$ cat src/rtl/ef_pwm_seq_pkg.sv
// ef_pwm_seq_pkg -- shared types and default sizing for the PWM compare sequencer.
// Optional feature macro used across this slice: EF_PWM_SEQ_REPEAT_EN.
package ef_pwm_seq_pkg;

  localparam int DEFAULT_DEPTH = 16;
  localparam int DEFAULT_AW    = 4;
  localparam int DATA_W        = 32;
  localparam int REP_W         = 8;

  // Sequencer is either parked (IDLE) or stepping through the table (RUN).
  typedef enum logic {
    IDLE = 1'b0,
    RUN  = 1'b1
  } state_e;

endpackage

$ cat src/rtl/ef_pwm_seq_if.sv
// ef_pwm_seq_if -- control, table-write and status signals of the PWM sequencer.
// master: the controlling side (CPU/bench); slave: the sequencer itself.
// With EF_PWM_SEQ_REPEAT_EN defined the per-entry repeat count 'rep' is added.
interface ef_pwm_seq_if
  import ef_pwm_seq_pkg::*;
#(
  parameter int AW = DEFAULT_AW
);

  // Compare-table write port
  logic              tbl_we;
  logic [AW-1:0]     tbl_addr;
  logic [DATA_W-1:0] tbl_wdata;

  // Sequence control
  logic              start;
  logic              stop;
  logic [AW-1:0]     len;
  logic              loop;
  logic [DATA_W-1:0] idle_cmp;
  logic              to_flag;
`ifdef EF_PWM_SEQ_REPEAT_EN
  logic [REP_W-1:0]  rep;
`endif

  // Status / timer-facing outputs
  logic [DATA_W-1:0] pwm_cmp;
  logic              busy;
  logic [AW-1:0]     idx;
  logic              done;

  modport master (
    output tbl_we, tbl_addr, tbl_wdata,
    output start, stop, len, loop, idle_cmp, to_flag,
`ifdef EF_PWM_SEQ_REPEAT_EN
    output rep,
`endif
    input  pwm_cmp, busy, idx, done
  );

  modport slave (
    input  tbl_we, tbl_addr, tbl_wdata,
    input  start, stop, len, loop, idle_cmp, to_flag,
`ifdef EF_PWM_SEQ_REPEAT_EN
    input  rep,
`endif
    output pwm_cmp, busy, idx, done
  );

endinterface

$ cat src/rtl/ef_pwm_seq_tbl.sv
// ef_pwm_seq_tbl -- DEPTH x 32 compare table: one synchronous write port and one
// combinational read port. A write and a read of the same entry in one cycle
// returns the old contents, since the write only lands at the clock edge.
module ef_pwm_seq_tbl
  import ef_pwm_seq_pkg::*;
#(
  parameter int DEPTH = DEFAULT_DEPTH,
  parameter int AW    = DEFAULT_AW
) (
  input  logic              clk_i,
  input  logic              rst_i,
  input  logic              i_we,
  input  logic [AW-1:0]     i_waddr,
  input  logic [DATA_W-1:0] i_wdata,
  input  logic [AW-1:0]     i_raddr,
  output logic [DATA_W-1:0] o_rdata
);

  logic [DATA_W-1:0] r_mem [DEPTH];

  // Table storage: cleared on reset, written one entry per cycle.
  // NOTE: this memory is built from flops with an async clear because the whole
  // table must read zero the moment reset asserts; a RAM macro could not do that.
  always_ff @(posedge clk_i or posedge rst_i) begin
    if (rst_i) begin
      for (int i = 0; i < DEPTH; i++) begin
        // NOTE: sequential state uses non-blocking '<=' so every flop samples
        // pre-edge values; blocking '=' here would create order-dependent races.
        r_mem[i] <= '0;
      end
    end else if (i_we) begin
      r_mem[i_waddr] <= i_wdata;
    end
  end

  assign o_rdata = r_mem[i_raddr];

endmodule

$ cat src/rtl/ef_pwm_seq.sv
// ef_pwm_seq -- steps a PWM compare value through a table, one entry per timer
// time-out, optionally looping, with an abort that parks the output on idle_cmp.
// Optional macro EF_PWM_SEQ_REPEAT_EN: hold each entry for rep+1 time-outs.
module ef_pwm_seq
  import ef_pwm_seq_pkg::*;
#(
  parameter int DEPTH = DEFAULT_DEPTH,
  parameter int AW    = DEFAULT_AW
) (
  input  logic        clk_i,
  input  logic        rst_i,
  ef_pwm_seq_if.slave bus
);

  state_e            r_state, w_state_nxt;
  logic [AW-1:0]     r_idx, w_idx_nxt;
  logic [DATA_W-1:0] r_pwm_cmp, w_pwm_cmp_nxt;
  logic              r_done, w_done_nxt;
  logic [AW-1:0]     w_rd_addr;
  logic [DATA_W-1:0] w_rd_data;
  logic              w_advance;

`ifdef EF_PWM_SEQ_REPEAT_EN
  logic [REP_W-1:0]  r_rep_cnt, w_rep_cnt_nxt;

  // A step only moves to the next entry once the repeat counter reaches rep.
  assign w_advance = (r_rep_cnt == bus.rep);
`else
  assign w_advance = 1'b1;
`endif

  ef_pwm_seq_tbl #(
    .DEPTH (DEPTH),
    .AW    (AW)
  ) u_tbl (
    .clk_i   (clk_i),
    .rst_i   (rst_i),
    .i_we    (bus.tbl_we),
    .i_waddr (bus.tbl_addr),
    .i_wdata (bus.tbl_wdata),
    .i_raddr (w_rd_addr),
    .o_rdata (w_rd_data)
  );

  // Next-state and next-output decode; stop outranks start and to_flag.
  always_comb begin
    // NOTE: every signal gets a default before any branch so no path leaves it
    // unassigned; a missing default would infer a latch.
    w_state_nxt   = r_state;
    w_idx_nxt     = r_idx;
    w_pwm_cmp_nxt = r_pwm_cmp;
    w_done_nxt    = 1'b0;
    w_rd_addr     = '0;
`ifdef EF_PWM_SEQ_REPEAT_EN
    w_rep_cnt_nxt = r_rep_cnt;
`endif

    if (bus.stop) begin
      w_state_nxt   = IDLE;
      w_idx_nxt     = '0;
      w_pwm_cmp_nxt = bus.idle_cmp;
`ifdef EF_PWM_SEQ_REPEAT_EN
      w_rep_cnt_nxt = '0;
`endif
    end else begin
      unique case (r_state)
        IDLE: begin
          if (bus.start) begin
            w_state_nxt   = RUN;
            w_idx_nxt     = '0;
            w_rd_addr     = '0;
            w_pwm_cmp_nxt = w_rd_data;
`ifdef EF_PWM_SEQ_REPEAT_EN
            w_rep_cnt_nxt = '0;
`endif
          end
        end

        RUN: begin
          if (bus.to_flag) begin
`ifdef EF_PWM_SEQ_REPEAT_EN
            w_rep_cnt_nxt = w_advance ? '0 : r_rep_cnt + 1'b1;
`endif
            if (w_advance) begin
              // len and loop are sampled here, on every step. An idx already
              // past a freshly shortened len is treated as the last entry.
              if (r_idx < bus.len) begin
                w_rd_addr     = AW'(r_idx + 1'b1);
                w_idx_nxt     = w_rd_addr;
                w_pwm_cmp_nxt = w_rd_data;
              end else if (bus.loop) begin
                w_rd_addr     = '0;
                w_idx_nxt     = '0;
                w_pwm_cmp_nxt = w_rd_data;
              end else begin
                // Finish: pwm_cmp keeps the last entry, idx stays on it.
                w_state_nxt = IDLE;
                w_done_nxt  = 1'b1;
              end
            end
          end
        end

        default: w_state_nxt = IDLE;
      endcase
    end
  end

  // State and output registers; reset abandons any sequence in flight.
  always_ff @(posedge clk_i or posedge rst_i) begin
    if (rst_i) begin
      r_state   <= IDLE;
      r_idx     <= '0;
      r_pwm_cmp <= '0;
      r_done    <= 1'b0;
`ifdef EF_PWM_SEQ_REPEAT_EN
      r_rep_cnt <= '0;
`endif
    end else begin
      r_state   <= w_state_nxt;
      r_idx     <= w_idx_nxt;
      r_pwm_cmp <= w_pwm_cmp_nxt;
      r_done    <= w_done_nxt;
`ifdef EF_PWM_SEQ_REPEAT_EN
      r_rep_cnt <= w_rep_cnt_nxt;
`endif
    end
  end

  assign bus.pwm_cmp = r_pwm_cmp;
  assign bus.busy    = (r_state == RUN);
  assign bus.idx     = r_idx;
  assign bus.done    = r_done;

endmodule

$ cat src/flat_wrapper.sv
// flat-port wrapper written by rule: the top's interface ports become plain ports
module ef_pwm_seq_flat import ef_pwm_seq_pkg::*;
#(
  parameter int DEPTH = DEFAULT_DEPTH,
  parameter int AW    = DEFAULT_AW
)
  (clk_i, rst_i, bus_tbl_we, bus_tbl_addr, bus_tbl_wdata, bus_start, bus_stop, bus_len, bus_loop, bus_idle_cmp, bus_to_flag, bus_pwm_cmp, bus_busy, bus_idx, bus_done);
  ef_pwm_seq_if #(.AW(AW)) bus_i ();
  input  logic clk_i;
  input  logic rst_i;
  input wire logic [$bits(bus_i.tbl_we)-1:0] bus_tbl_we;
  input wire logic [$bits(bus_i.tbl_addr)-1:0] bus_tbl_addr;
  input wire logic [$bits(bus_i.tbl_wdata)-1:0] bus_tbl_wdata;
  input wire logic [$bits(bus_i.start)-1:0] bus_start;
  input wire logic [$bits(bus_i.stop)-1:0] bus_stop;
  input wire logic [$bits(bus_i.len)-1:0] bus_len;
  input wire logic [$bits(bus_i.loop)-1:0] bus_loop;
  input wire logic [$bits(bus_i.idle_cmp)-1:0] bus_idle_cmp;
  input wire logic [$bits(bus_i.to_flag)-1:0] bus_to_flag;
  output wire logic [$bits(bus_i.pwm_cmp)-1:0] bus_pwm_cmp;
  output wire logic [$bits(bus_i.busy)-1:0] bus_busy;
  output wire logic [$bits(bus_i.idx)-1:0] bus_idx;
  output wire logic [$bits(bus_i.done)-1:0] bus_done;
  assign bus_i.tbl_we = bus_tbl_we;
  assign bus_i.tbl_addr = bus_tbl_addr;
  assign bus_i.tbl_wdata = bus_tbl_wdata;
  assign bus_i.start = bus_start;
  assign bus_i.stop = bus_stop;
  assign bus_i.len = bus_len;
  assign bus_i.loop = bus_loop;
  assign bus_i.idle_cmp = bus_idle_cmp;
  assign bus_i.to_flag = bus_to_flag;
  assign bus_pwm_cmp = bus_i.pwm_cmp;
  assign bus_busy = bus_i.busy;
  assign bus_idx = bus_i.idx;
  assign bus_done = bus_i.done;
  ef_pwm_seq #(.DEPTH(DEPTH), .AW(AW)) u_core (.clk_i(clk_i), .rst_i(rst_i), .bus(bus_i));
endmodule
$ cat config.mk
export PLATFORM = sky130hd
export DESIGN_NAME = ef_pwm_seq_flat
export DESIGN_NICKNAME = d
export VERILOG_FILES = /design/src/rtl/ef_pwm_seq_pkg.sv /design/src/rtl/ef_pwm_seq_if.sv /design/src/rtl/ef_pwm_seq_tbl.sv /design/src/rtl/ef_pwm_seq.sv /design/src/flat_wrapper.sv
export SDC_FILE = /design/constraint.sdc
export NUM_CORES = 1
export LEC_CHECK = 0
export BUFFER_PORTS_ARGS = -buffer_cell sky130_fd_sc_hd__clkbuf_2
export CAP_MARGIN = 20
export CORE_ASPECT_RATIO = 0.75
export CORE_MARGIN = 3
export CORE_UTILIZATION = 27
export CTS_BUF_LIST = sky130_fd_sc_hd__clkbuf_16
export CTS_CLUSTER_DIAMETER = 60
export DETAILED_ROUTE_END_ITERATION = 10
export PLACE_DENSITY = 0.43
export SLEW_MARGIN = 40
export SYNTH_ARGS = -nofsm -noshare
export SYNTH_HDL_FRONTEND = slang
export SYNTH_SLANG_ARGS = --single-unit
$ cat constraint.sdc
create_clock -name clk_i -period 18.4 [get_ports clk_i]
set_clock_uncertainty 0.15 [all_clocks]
set_input_delay 1.84 -clock clk_i [delete_from_list [all_inputs] [get_ports clk_i]]
set_output_delay 1.84 -clock clk_i [all_outputs]
set_load 0.005 [all_outputs]
Yosys cells after proc, flatten, opt, wreduce, memory -nomap -nowiden

Index checks and enable logic that the tools add are counted.

Equal/unequal tests: 3
Magnitude comparators: 4
Add/subtract/negate cells: 1
Multipliers: 0
Div/mod/pow operators: 0
Bitwise operators: 3
Shift operators: 0
Mux-type cells: 33
Reductions and logical operators: 2

Operator list:

| cell                  | count |
|---|---|
| $bwmux W512           | 1 |
| $mux W32              | 8 |
| $bmux W32 S4          | 1 |
| $demux W32 S4         | 1 |
| $pmux W32 S2          | 1 |
| $mux W4               | 8 |
| $pmux W4 S2           | 2 |
| $ge A5 B5 Y1 const B  | 2 |
| $mux W1               | 10 |
| $not A4 Y5            | 2 |
| $ne A3 B3 Y1 const B  | 2 |
| $lt A5 B1 Y1 const B  | 1 |
| $add A4 B1 Y4 const B | 1 |
| $lt A4 B4 Y1          | 1 |
| $ne A4 B4 Y1 const B  | 1 |
| $reduce_and A3 Y1     | 1 |
| $pmux W1 S2           | 1 |
| $logic_and A1 B1 Y1   | 1 |
| $not A1 Y1            | 1 |

Flip-flop bits (word level): 550
ROM bits: 0
Word-level logic and storage cells: 66
Latch bits: 0
Memories kept: 0
Output and inout port bits: 38
Bits of input ports: 79
Bits in writable memories: 0

Depth between registers and ports, before layout

Gate-level depths: netlist of the first run.

Word-level depth: 14
Mapped depth: 11
Mapped depth without buffers: 8

Cells and area by module

A second synthesis of the first run with hierarchy kept.

Cells, all modules: 1557
Area total of the unflattened synthesis: 25037.8 um^2

Modules (own cells, without submodules):

| module         | cells each | times used | area an instance (um^2) | sequential area each (um^2) |
|---|---|---|---|---|
| ef_pwm_seq_tbl | 1410       | 1          | 22945.8                 | 12812.3 |
| ef_pwm_seq     | 147        | 1          | 2092.0                  | 950.9 |

Worst setup path after synthesis of the first run

OpenSTA, ideal clock, no wires.

Kind: input -> register
Start point: in bus_len[1]
End point: reg u_core.r_pwm_cmp[10] (netlist: u_core.bus.pwm_cmp[10])
Stages: 11
Library setup time: 104 ps
Slack: 14231 ps
Data arrival time: 3916 ps
Buffers on the path: 3
Data required time: 18146 ps
Cells stage by stage: inv_1 ha_1 or3b_4 a211o_1 clkbuf_1 buf_2 buf_2 mux2i_1 a32oi_1 a31oi_1 o41ai_2

Word-level cells in the longest chain between the ends: 14
Elaborated cells between the ends (all ways): 17
Classes of those cells: 1 x order compare; 1 x eq/ne; 13 x mux; 1 x bitwise; 1 x reduce/logical

Ends and longest elaborated chain:

| element                                      | RTL line             | RTL |
|---|---|---|
| start, declared                              | flat_wrapper.sv:16   | `input wire logic [$bits(bus_i.len)-1:0] bus_len;` |
| $lt A4 B4 Y1 *                               | ef_pwm_seq.sv:87     | `if (r_idx < bus.len) begin` |
| $mux W4                                      | ef_pwm_seq.sv:87     |  |
| $mux W4                                      | ef_pwm_seq.sv:80     | `if (bus.to_flag) begin` |
| $pmux W4 S2                                  | ef_pwm_seq.sv:66     | `unique case (r_state)` |
| $mux W4                                      | ef_pwm_seq.sv:58     | `if (bus.stop) begin` |
| $not A4 Y5 (not written as such)             | ef_pwm_seq_tbl.sv:36 | `assign o_rdata = r_mem[i_raddr];` |
| $bmux W32 S4                                 | ef_pwm_seq_tbl.sv:36 |  |
| $mux W32 (not written as such) (2 in series) | ef_pwm_seq_tbl.sv:36 |  |
| $mux W32                                     | ef_pwm_seq.sv:91     | `end else if (bus.loop) begin` |
| $mux W32                                     | ef_pwm_seq.sv:87     |  |
| $mux W32                                     | ef_pwm_seq.sv:80     |  |
| $pmux W32 S2                                 | ef_pwm_seq.sv:66     |  |
| $mux W32                                     | ef_pwm_seq.sv:58     |  |
| end signal, assigned                         | ef_pwm_seq.sv:122    | `r_pwm_cmp <= w_pwm_cmp_nxt;` |
| end, declared                                | ef_pwm_seq.sv:17     | `logic [DATA_W-1:0] r_pwm_cmp, w_pwm_cmp_nxt;` |

Mark *: on every way between the ends. The rest lies on a longest branch, timed or not. The select of a mux whose other input is x is not followed.
A chain may end at the register's enable or synchronous reset.

Worst setup path in the final report of the first run

Start point: in bus_len[1]
End point: reg u_core.r_pwm_cmp[21] (netlist: u_core.bus.pwm_cmp[21])

Same word-level chain as after synthesis.

==> results of run 1 <==
==> cells in the final DEF, fill, tap and decap left out, types with 3 or more instances in the layout <==
cell type,netlist,final
dfrtp_1,550,550
mux2_2,476,476
nand2_1,298,296
o21ai_0,129,129
nand3_1,129,129
clkbuf_2,0,116
mux2i_1,64,64
a32oi_1,64,64
a31oi_1,64,64
clkbuf_16,0,61
mux2_1,36,36
nor2_1,44,35
o41ai_2,32,32
buf_4,2,22
clkinv_2,0,19
clkinv_1,1,14
inv_1,5,12
buf_6,9,11
nor2_4,0,9
bufinv_16,0,5
buf_12,0,5
nand2b_1,7,4
ha_1,4,4
nand2b_2,0,3
nor3b_1,4,3
clkinvlp_4,0,3
==> state kept, by name, summed over array words and instances (netlist names) <==
name	flops
u_core.u_tbl.r_mem	512
u_core.bus.pwm_cmp	32
u_core.bus.idx	4
u_core.bus.busy	1
u_core.bus.done	1
==> cell families after synthesis <==
group	count (synthesis)	share of synthesized area
compound gates	305	0.08986
xor+xnor	3	0.001031
fa+ha+maj	4	0.001964
buf+inv	199	0.03383
flops	550	0.5401
mux	576	0.2514
simple gates	493	0.08176
==> power groups by stage <==
stage	sequential (W)	combinational, W	clock [W]
4_1_cts	0.00162	0.000515	0.00122
5_1_grt	0.00165	0.000566	0.00127
6_report	0.00162	0.000509	0.00118
3_3_place_gp	0.00163	0.000496	0
3_5_place_dp	0.00164	0.000515	0
2_1_floorplan	0.00160	0.000392	0
==> worst min-delay path, stage by stage (launching register included) <==
cell	delay [ps]
dfrtp_1	340
nand2_1	70
o41ai_2	50
==> layout make-up <==
class                           count  area (um2)  area share
Antenna cell                        1       2.502  0.00008546
Clock buffer                       61        1526     0.05213
Clock inverter                     51       365.4     0.01248
Inverter                            6       40.04    0.001367
Multi-Input combinational cell   1381       11000      0.3757
Sequential cell                   550       13760      0.4700
Tap cell                         1225        1533     0.05234
Timing Repair Buffer              158        1052     0.03593
==> metal layers <==
layer  wire length, um  vias up
met5                19        -
met4              1560        4
met3              4126      119
met2             37740      399
met1             42900     9467
li1                  -     7701
==> how the worst max path moves through the flow <==
stage | start | endpoint | slack, ps | depth (start not counted)
2_1_floorplan | rst_i | u_core.bus.busy$_DFF_PP0_ | 1030 | 1
3_3_place_gp | bus_len[3] | u_core.bus.pwm_cmp[7]$_DFFE_PP0P_ | 12630 | 11
3_5_place_dp | bus_len[1] | u_core.bus.pwm_cmp[21]$_DFFE_PP0P_ | 12900 | 11
4_1_cts | bus_len[1] | u_core.bus.pwm_cmp[21]$_DFFE_PP0P_ | 13570 | 11
5_1_grt | bus_len[1] | u_core.bus.pwm_cmp[21]$_DFFE_PP0P_ | 13400 | 11
6_report | bus_len[1] | u_core.bus.pwm_cmp[21]$_DFFE_PP0P_ | 13590 | 11
==> through the flow <==
| step | std cells | utilization | hold WS (ps) | setup WS, ps | instance area [um2] |
|---|---|---|---|---|---|
| floorplan | 2130 | - | 313.5 | 1033 | 25480 |
| global placement | 3315 | 0.2942 | 319.4 | 12630 | 27210 |
| detailed placement | 3317 | 0.2951 | 320.9 | 12900 | 27300 |
| CTS | 3429 | 0.3156 | 334.8 | 13570 | 29190 |
| global route | 3432 | 0.3166 | 343.9 | 13400 | 29280 |
| finish | 3433 | 0.3166 | 332.6 | 13590 | 29280 |
==> impl_metrics.json, run 1 <==
{
  "synthArstFlopShare": 1.000,
  "drv_cap": 0,
  "tightestPinTransition_ps": 897.5,
  "layout.nets": 2240,
  "gp_congestion": 0.7415,
  "fp-row-count": 96,
  "cts_setup_buffers": 0,
  "grt_max_degree": 145,
  "fin_crit_ps": 4814,
  "drt_wl_total_um": 86340,
  "maxSlewViolCount": 0,
  "start_util": 0.2755,
  "ys.flop_type": "dfrtp_1",
  "fill_cells": 9310,
  "via_per_inst": 5.153,
  "layout-drive-gt1-share": 0.3566,
  "cp_max_fo": 35,
  "netlist_area_um2": 25480,
  "cts_resized": 0,
  "critPathTopFamily": "buffers and inverters",
  "worstPathBufferInverterCount": 4,
  "relSlewSlack": 0.4016,
  "synthesis.nets": 2213,
  "yosys-top-cells-count": "550 x dfrtp_1, 476 x mux2_2, 298 x nand2_1",
  "worst_setup_path_start_kind": "input port",
  "cts_root_buf": "clkbuf_16",
  "power.total_w": 0.003307,
  "dr_total_vias": 17690,
  "p_sw_w": 0.0008824,
  "clockBufferDepth": 3,
  "synth_top_cell_by_area": "dfrtp_1",
  "reg2regPathDepth": 9,
  "fin_crit_sh": 0.2616,
  "maxClockFrequency_mhz": 207.7,
  "pwr-share-comb": 0.154,
  "max_stage_delay_ps": 600,
  "yosysWarnings": 0,
  "cts_tree": "yes",
  "port_buffers": 116,
  "antenna_found_initial": 3,
  "status": "finished, final reports clean",
  "cp_common_cell": "buf_4",
  "synth_area_leaders": "dfrtp_1 54%, mux2_2 21%, nand2_1 4.4%",
  "ir_worst_vdd_mv": 0.06957,
  "cp_slowest_cell": "buf_4",
  "ys_ff_latch": 550,
  "end_kind": "flop",
  "hold_viol": 0,
  "fin_setup_tns_ps": 0,
  "finalSetupViolCount": 0,
  "fp.dieW_um": 360.7,
  "critical_path_required_ps": 18710,
  "area_growth_pct": 14.92,
  "r2r_start": "u_core.bus.idx[1]$_DFFE_PP0P_",
  "grt.overflow.total": 0,
  "clock_latency_ps": 620,
  "numCtsBuffers": 60,
  "min-delay-start": "u_core.bus.pwm_cmp[19]$_DFFE_PP0P_",
  "synthCells": 2130,
  "ctsHoldBuffers": 0,
  "first_iter_violations": 1204,
  "h-tree-depth": 2,
  "reg2reg_slack_ps": 14400,
  "drtAntennaViolNets": 0,
  "ys_seq_area_frac": 0.5401,
  "p_clk_frac": 0.357,
  "hold_path.class": "flop to flop",
  "core-area_um2": 92490,
  "wl_per_cell_um": 25.15,
  "crit_chain": "clkbuf_2, inv_1, ha_1, or3b_4, a2111oi_4, nor3b_2, buf_4, buf_4, nand3_1, a31oi_1, o41ai_2",
  "crit_type": "input port to flop",
  "firstDrtPassIters": 5,
  "grt_pass1_wl_um": 127400,
  "grt_use_met3": 0.03029,
  "cts.sinks": 550,
  "p_int_w": 0.002425,
  "io_pins": 117,
  "rsz0062_at_grt": "false",
  "grt_usage": 0.1741,
  "grt_use_met2": 0.2665,
  "p_per_area_nw_per_um2": 112.9,
  "path_clk_slew_ps": 60,
  "min_delay_path_depth": 2,
  "dp_hpwl_um": 43090,
  "sw_frac_of_total": 0.2668,
  "top_usage_layer": "met2",
  "synth.most_common_cell": "dfrtp_1",
  "use_met1": 0.2564,
  "synth_area_per_cell_um2": 11.96,
  "holdPathEnd": "u_core.bus.pwm_cmp[19]$_DFFE_PP0P_",
  "synth_top_area_frac": 0.5401,
  "drc_errors": 0,
  "leakagePower_nw": 12.72,
  "die_h_um": 272.0,
  "dieArea_um2": 98130,
  "cp.arrival_ps": 5130,
  "reg2reg_to": "u_core.bus.pwm_cmp[21]$_DFFE_PP0P_",
  "seq_power_share": 0.489,
  "grt_pass1_vias": 18290,
  "synth-edff-count": 0,
  "yosysUniqueCellTypes": 41
}
(Power assumes the default switching activity.)
==> inputs of run 2 (changes only) <==
ABC_AREA = 1   (was unset)
PLACE_DENSITY = 0.41   (was 0.43)
clock period = 4.47 ns   (was 18.4 ns; I/O delays follow)
==> run 2 against run 1 <==
  * Flip-flop and latch count unchanged
  * Die area is 4.0% higher
  * Combinational power rose to 4.3 times the previous value
  * Synthesized cell count up 66%
  * Largest cell class unchanged
==> impl_metrics.json, run 2 <==
{
  "sw_frac_of_total": 0.2943,
  "via_per_inst": 4.497,
  "ys.flop_type": "dfrtp_1",
  "drt_wl_total_um": 92920,
  "die_h_um": 277.4,
  "end_kind": "flop",
  "crit_type": "flop to flop",
  "clock_latency_ps": 620,
  "synth_top_area_frac": 0.5189,
  "area_growth_pct": 17.22,
  "layout-drive-gt1-share": 0.08547,
  "fin_crit_sh": 0.7377,
  "layout_commonest_cell": "nand2_1",
  "drc_errors": 0,
  "synth_area_leaders": "dfrtp_1 52%, nand2_1 15%, o21ai_0 9.4%",
  "maxClockFrequency_mhz": 303.2,
  "relSlewSlack": 0.4377,
  "p_per_area_nw_per_um2": 451.5,
  "core-area_um2": 96380,
  "cp_slowest_cell": "inv_6",
  "place_area_um2": 28640,
  "leakagePower_nw": 15.32,
  "yosysUniqueCellTypes": 28,
  "io_pins": 117,
  "fp.dieW_um": 367.9,
  "synth.most_common_cell": "nand2_1",
  "h-tree-depth": 3,
  "grt_pass1_vias": 21700,
  "numCtsBuffers": 68,
  "cts_root_buf": "clkbuf_16",
  "synthMuxAreaShare": 0,
  "firstDrtPassIters": 5,
  "critical_path_required_ps": 4820,
  "synthesis.nets": 3617,
  "ys_seq_area_frac": 0.5189,
  "hold_viol": 0,
  "path_clk_slew_ps": 60,
  "start_util": 0.2752,
  "grt_pass1_wl_um": 143100,
  "synth_top_family_by_area": "simple AND/OR/NAND/NOR gates",
  "grt_max_degree": 119,
  "cp.arrival_ps": 3650,
  "synth_area_per_cell_um2": 7.505,
  "p_clk_frac": 0.381,
  "synthCells": 3534,
  "power.total_w": 0.01404,
  "drv_cap": 0,
  "layout.nets": 3656,
  "dieArea_um2": 102100,
  "most-common-layout-cells": "1,064 x nand2_1, 550 x dfrtp_1, 508 x inv_1",
  "cts_resized": 0,
  "rsz0062_at_grt": "false",
  "fp-row-count": 98,
  "pwr-share-comb": 0.157,
  "drtAntennaViolNets": 0,
  "grt_usage": 0.1830,
  "p_int_w": 0.009906,
  "ys_ff_latch": 550,
  "ir_worst_vdd_mv": 0.2592,
  "worstPathBufferInverterCount": 2,
  "synth_compound_area_frac": 0.1233,
  "maxSlewViolCount": 0,
  "critPathTopFamily": "simple AND/OR/NAND/NOR gates",
  "largest_reg_flops": 512,
  "regMostFlops": "u_core.u_tbl.r_mem",
  "yosysWarnings": 0,
  "grt.overflow.total": 0,
  "yosys-top-cells-count": "1,069 x nand2_1, 550 x dfrtp_1, 498 x inv_1, 498 x o21ai_0, 361 x nand3_1",
  "yosys.area_share.adder": 0.001887,
  "gp_congestion": 0.7412,
  "seq_power_share": 0.462,
  "final_area_um2": 31090,
  "tightestPinTransition_ps": 837.0,
  "cts.sinks": 550,
  "wl_per_cell_um": 18.85,
  "dr_total_vias": 22170,
  "crit_chain": "ha_1, a21oi_2, nand4_4, inv_6, buf_4, nand2_1, nand3_1, nand3_1, nand3_1, nand3_1, nand2_1, nand2_1",
  "p_sw_w": 0.004131,
  "synth_xor_area_frac": 0.0003302,
  "synthArstFlopShare": 1.000,
  "status": "finished, final reports clean",
  "max_stage_delay_ps": 470,
  "clockBufferDepth": 3,
  "finalSetupViolCount": 0,
  "worst_setup_path_start_kind": "flop",
  "hold_path.class": "input port to flop",
  "synth-edff-count": 0,
  "cp_common_cell": "nand3_1",
  "antenna_found_initial": 4,
  "port_buffers": 116,
  "cp_max_fo": 46,
  "synth_top_cell_by_area": "dfrtp_1",
  "netlist_area_um2": 26520,
  "reg2reg_slack_ps": 1170,
  "first_iter_violations": 1751,
  "cts_tree": "yes",
  "synthSimpleGateAreaFrac": 0.2436,
  "fin_crit_ps": 3298,
  "dp_hpwl_um": 54200
}
-- run 2: power groups by stage --
stage	logic (W)	registers (W)	clock network [W]
2_1_floorplan	0.00162	0.00646	0
3_3_place_gp	0.00221	0.00655	0
3_5_place_dp	0.00222	0.00655	0
4_1_cts	0.00225	0.00648	0.00553
5_1_grt	0.00264	0.00660	0.00573
6_report	0.00221	0.00648	0.00535
-- run 2: logic make-up (layout without fill, tap and decap cells) --
logic type               Yosys count  after routing
AND/OR/NAND/NOR                 1582           1582
buffers and inverters            748            841
AO/OA/AOI/OAI                    649            649
flip-flops                       550            550
adder cells (fa/ha/maj)            4              4
XOR/XNOR                           1              1
other                              0              3
-- run 2: final cells by class --
class / count / area [um2]
inverters: 501 / 1892
flip-flops and latches: 550 / 13760
well taps: 1300 / 1627
repair buffers: 216 / 1744
multi-input cells: 2236 / 9953
diodes: 3 / 7.507
clock buffers: 69 / 1727
clock inverters: 55 / 375.4
fillers: 10530 / 65290
-- run 2: metal layers --
metal,vias up,part of all wire,GRT usage
met1,10570,0.51,0.2742
met3,97,0.040,0.02579
met4,2,0.017,0.03873
li1,11100,-,-
met5,-,0.00012,0
met2,405,0.44,0.2788
-- run 2: worst min-delay path: cells and delay by family --
family                 cells  cell delay (ps)
and+or+nand+nor            4              250
buffers and inverters      1               80
-- run 2: through the flow --
step                      utilization  setup TNS [ps]  cells  hold WS, ps  setup slack (ps)
after CTS                      0.3225               0   4927       0.3814              1148
after global routing           0.3225               0   4928        42.53             921.2
after floorplan                     -        -1985970   3534        295.5             -3611
final                          0.3226               0   4930        40.54              1172
after detailed placement       0.2971               0   4769        319.5             918.9
after global placement         0.2959               0   4765        310.7             941.4
-- run 2: timing repair --
item / 4_1_cts / 5_1_grt
hold buffers: 34 / 0
hold endpoints to repair: 117 / 0
buffers inserted: 0 / 0
-- run 2: path summary, 6_finish.rpt --
path / cells after the start / to / start
worst min register to register: 2 / u_core.bus.pwm_cmp[6]$_DFFE_PP0P_ / u_core.bus.pwm_cmp[6]$_DFFE_PP0P_
min in group asynchronous: 3 / u_core.u_tbl.r_mem[28]$_DFFE_PP0P_ / rst_i
worst min-delay path: 5 / u_core.bus.pwm_cmp[5]$_DFFE_PP0P_ / bus_idle_cmp[5]
worst max-delay path: 12 / u_core.bus.pwm_cmp[23]$_DFFE_PP0P_ / u_core.bus.idx[3]$_DFFE_PP0P_
max in group asynchronous: 4 / u_core.u_tbl.r_mem[173]$_DFFE_PP0P_ / rst_i
worst max register to register: 12 / u_core.bus.pwm_cmp[23]$_DFFE_PP0P_ / u_core.bus.idx[3]$_DFFE_PP0P_
==> inputs of run 3 (changes only) <==
clock period = 3.05 ns   (was 4.47 ns; I/O delays follow)
==> run 3 against run 2 <==
  * Critical path depth rose by 1
  * Non-clock buffer count is 67 higher
  * Register-to-register slack got worse by 960 ps
  * Sequential power is 47% higher
  * First-iteration DRC count is 8.9% higher
  * Utilization up 0.56 points
  * Sequential share of layout area is 0.75 points lower
  * Power increased by 43%
==> impl_metrics.json, run 3 (synthesis gave the netlist of run 2 again) <==
{
  "ctsHoldBuffers": 70,
  "maxSlewViolCount": 0,
  "die_h_um": 277.4,
  "fin_crit_sh": 0.9293,
  "cts_setup_buffers": 0,
  "dr_total_vias": 22560,
  "io_pins": 117,
  "first_iter_violations": 1907,
  "maxClockFrequency_mhz": 352.8,
  "tightestPinTransition_ps": 813.5,
  "layout_commonest_cell": "nand2_1",
  "via_per_inst": 4.529,
  "port_buffers": 116,
  "drc_errors": 0,
  "hold_path.class": "input port to flop",
  "start_util": 0.2752,
  "leakagePower_nw": 15.56,
  "cp_max_fo": 48,
  "grt.overflow.total": 0,
  "drtAntennaViolNets": 0,
  "reg2regPathDepth": 13,
  "cts.sinks": 550,
  "wl_per_cell_um": 18.74,
  "min_delay_path_depth": 5,
  "stdcell_count": 4981,
  "dp_cells": 4800,
  "grt_pass1_wl_um": 144100,
  "gp_congestion": 0.7461,
  "reg2reg_slack_ps": 220,
  "crit_type": "flop to flop",
  "layout.nets": 3716,
  "hold_viol": 0,
  "fp.dieW_um": 367.9,
  "p_per_area_nw_per_um2": 633.0,
  "clock_latency_ps": 640,
  "cts_tree": "yes",
  "end_kind": "flop",
  "fin_crit_ps": 2834,
  "grt_usage": 0.1830,
  "reg2reg_to": "u_core.bus.pwm_cmp[25]$_DFFE_PP0P_",
  "numCtsBuffers": 61,
  "cts_root_buf": "clkbuf_16",
  "power.total_w": 0.02002,
  "grt_max_degree": 87,
  "dieArea_um2": 102100,
  "finalSetupViolCount": 0,
  "ir_worst_vdd_mv": 0.4399,
  "rsz0062_at_grt": "false",
  "antenna_found_initial": 9,
  "cp-startpoint": "u_core.bus.idx[3]$_DFFE_PP0P_",
  "layout-drive-gt1-share": 0.08891,
  "clockBufferDepth": 3,
  "drt_wl_total_um": 93360,
  "min-delay-start": "bus_tbl_addr[1]",
  "drv_cap": 0,
  "grt_pass1_vias": 21860,
  "critical_path_required_ps": 3420,
  "cp.arrival_ps": 3210,
  "core-area_um2": 96380,
  "h-tree-depth": 2,
  "status": "finished, final reports clean",
  "worst_setup_path_start_kind": "flop",
  "r2r_start": "u_core.bus.idx[3]$_DFFE_PP0P_",
  "relSlewSlack": 0.4577,
  "holdPathEnd": "u_core.u_tbl.r_mem[345]$_DFFE_PP0P_",
  "area_growth_pct": 19.24,
  "most-common-layout-cells": "1,064 x nand2_1, 550 x dfrtp_1, 504 x inv_1",
  "regMostFlops": "u_core.u_tbl.r_mem",
  "cts_resized": 0,
  "path_clk_slew_ps": 70,
  "firstDrtPassIters": 5,
  "dp_hpwl_um": 57540,
  "finalCoreUtilization": 0.3281,
  "fp-row-count": 98,
  "largest_reg_flops": 512
}
[run 3: layout make-up]
type                            instances  area, um2
Timing Repair Buffer                  283       2517
Clock inverter                         47      337.8
Multi-Input combinational cell       2236       9953
Tap cell                             1300       1627
Antenna cell                            3      7.507
Fill cell                           10510      64750
Sequential cell                       550      13760
Clock buffer                           61       1526
Inverter                              501       1892
[run 3: worst max-delay path by stage]
stage / to / cells past startpoint
CTS: u_core.bus.pwm_cmp[25]$_DFFE_PP0P_ / 13
detailed placement: u_core.bus.pwm_cmp[25]$_DFFE_PP0P_ / 15
global placement: u_core.bus.pwm_cmp[6]$_DFFE_PP0P_ / 14
global route: u_core.bus.pwm_cmp[2]$_DFFE_PP0P_ / 14
floorplan: u_core.bus.busy$_DFF_PP0_ / 1
finish: u_core.bus.pwm_cmp[25]$_DFFE_PP0P_ / 13
[run 3: where the power goes]
part / internal [W] / switching (W) / total (W)
combinational: 0.00131 / 0.00203 / 0.00334
sequential: 0.00880 / 0.000697 / 0.00950
clock: 0.00402 / 0.00317 / 0.00718
[run 3: metal layers]
| metal | part of all wire | wire [um] | track usage |
|---|---|---|---|
| met1 | 0.52 | 48210 | 0.2775 |
| met4 | 0.017 | 1587 | 0.03709 |
| met5 | 0.00080 | 75 | 0 |
| met2 | 0.43 | 39860 | 0.2760 |
| met3 | 0.039 | 3623 | 0.02516 |
[run 3: metrics by stage]
| stage | cell area, um2 | TNS [ps] | hold slack [ps] | worst slack [ps] |
|---|---|---|---|---|
| 2_1_floorplan | 26530 | -2688870 | 221.4 | -4889 |
| 3_3_place_gp | 29020 | 0 | 132.6 | 168.2 |
| 3_5_place_dp | 29050 | 0 | 140.5 | 167.3 |
| 4_1_cts | 31620 | 0 | 155.6 | 185.3 |
| 5_1_grt | 31620 | 0 | 196.6 | 37.17 |
| 6_report | 31620 | 0 | 203.3 | 215.6 |
[run 3: worst max-delay path, cell delays in order (launching register included)]
cell and delay (ps):
dfrtp_1 390, ha_1 330, a21oi_2 220, buf_4 190, nand4_4 200, inv_6 200
buf_12 270, nand2_1 90, nand2_1 80, nand3_1 80, nand3_1 210, nand3_1 130
nand2_1 100, nand2_1 40
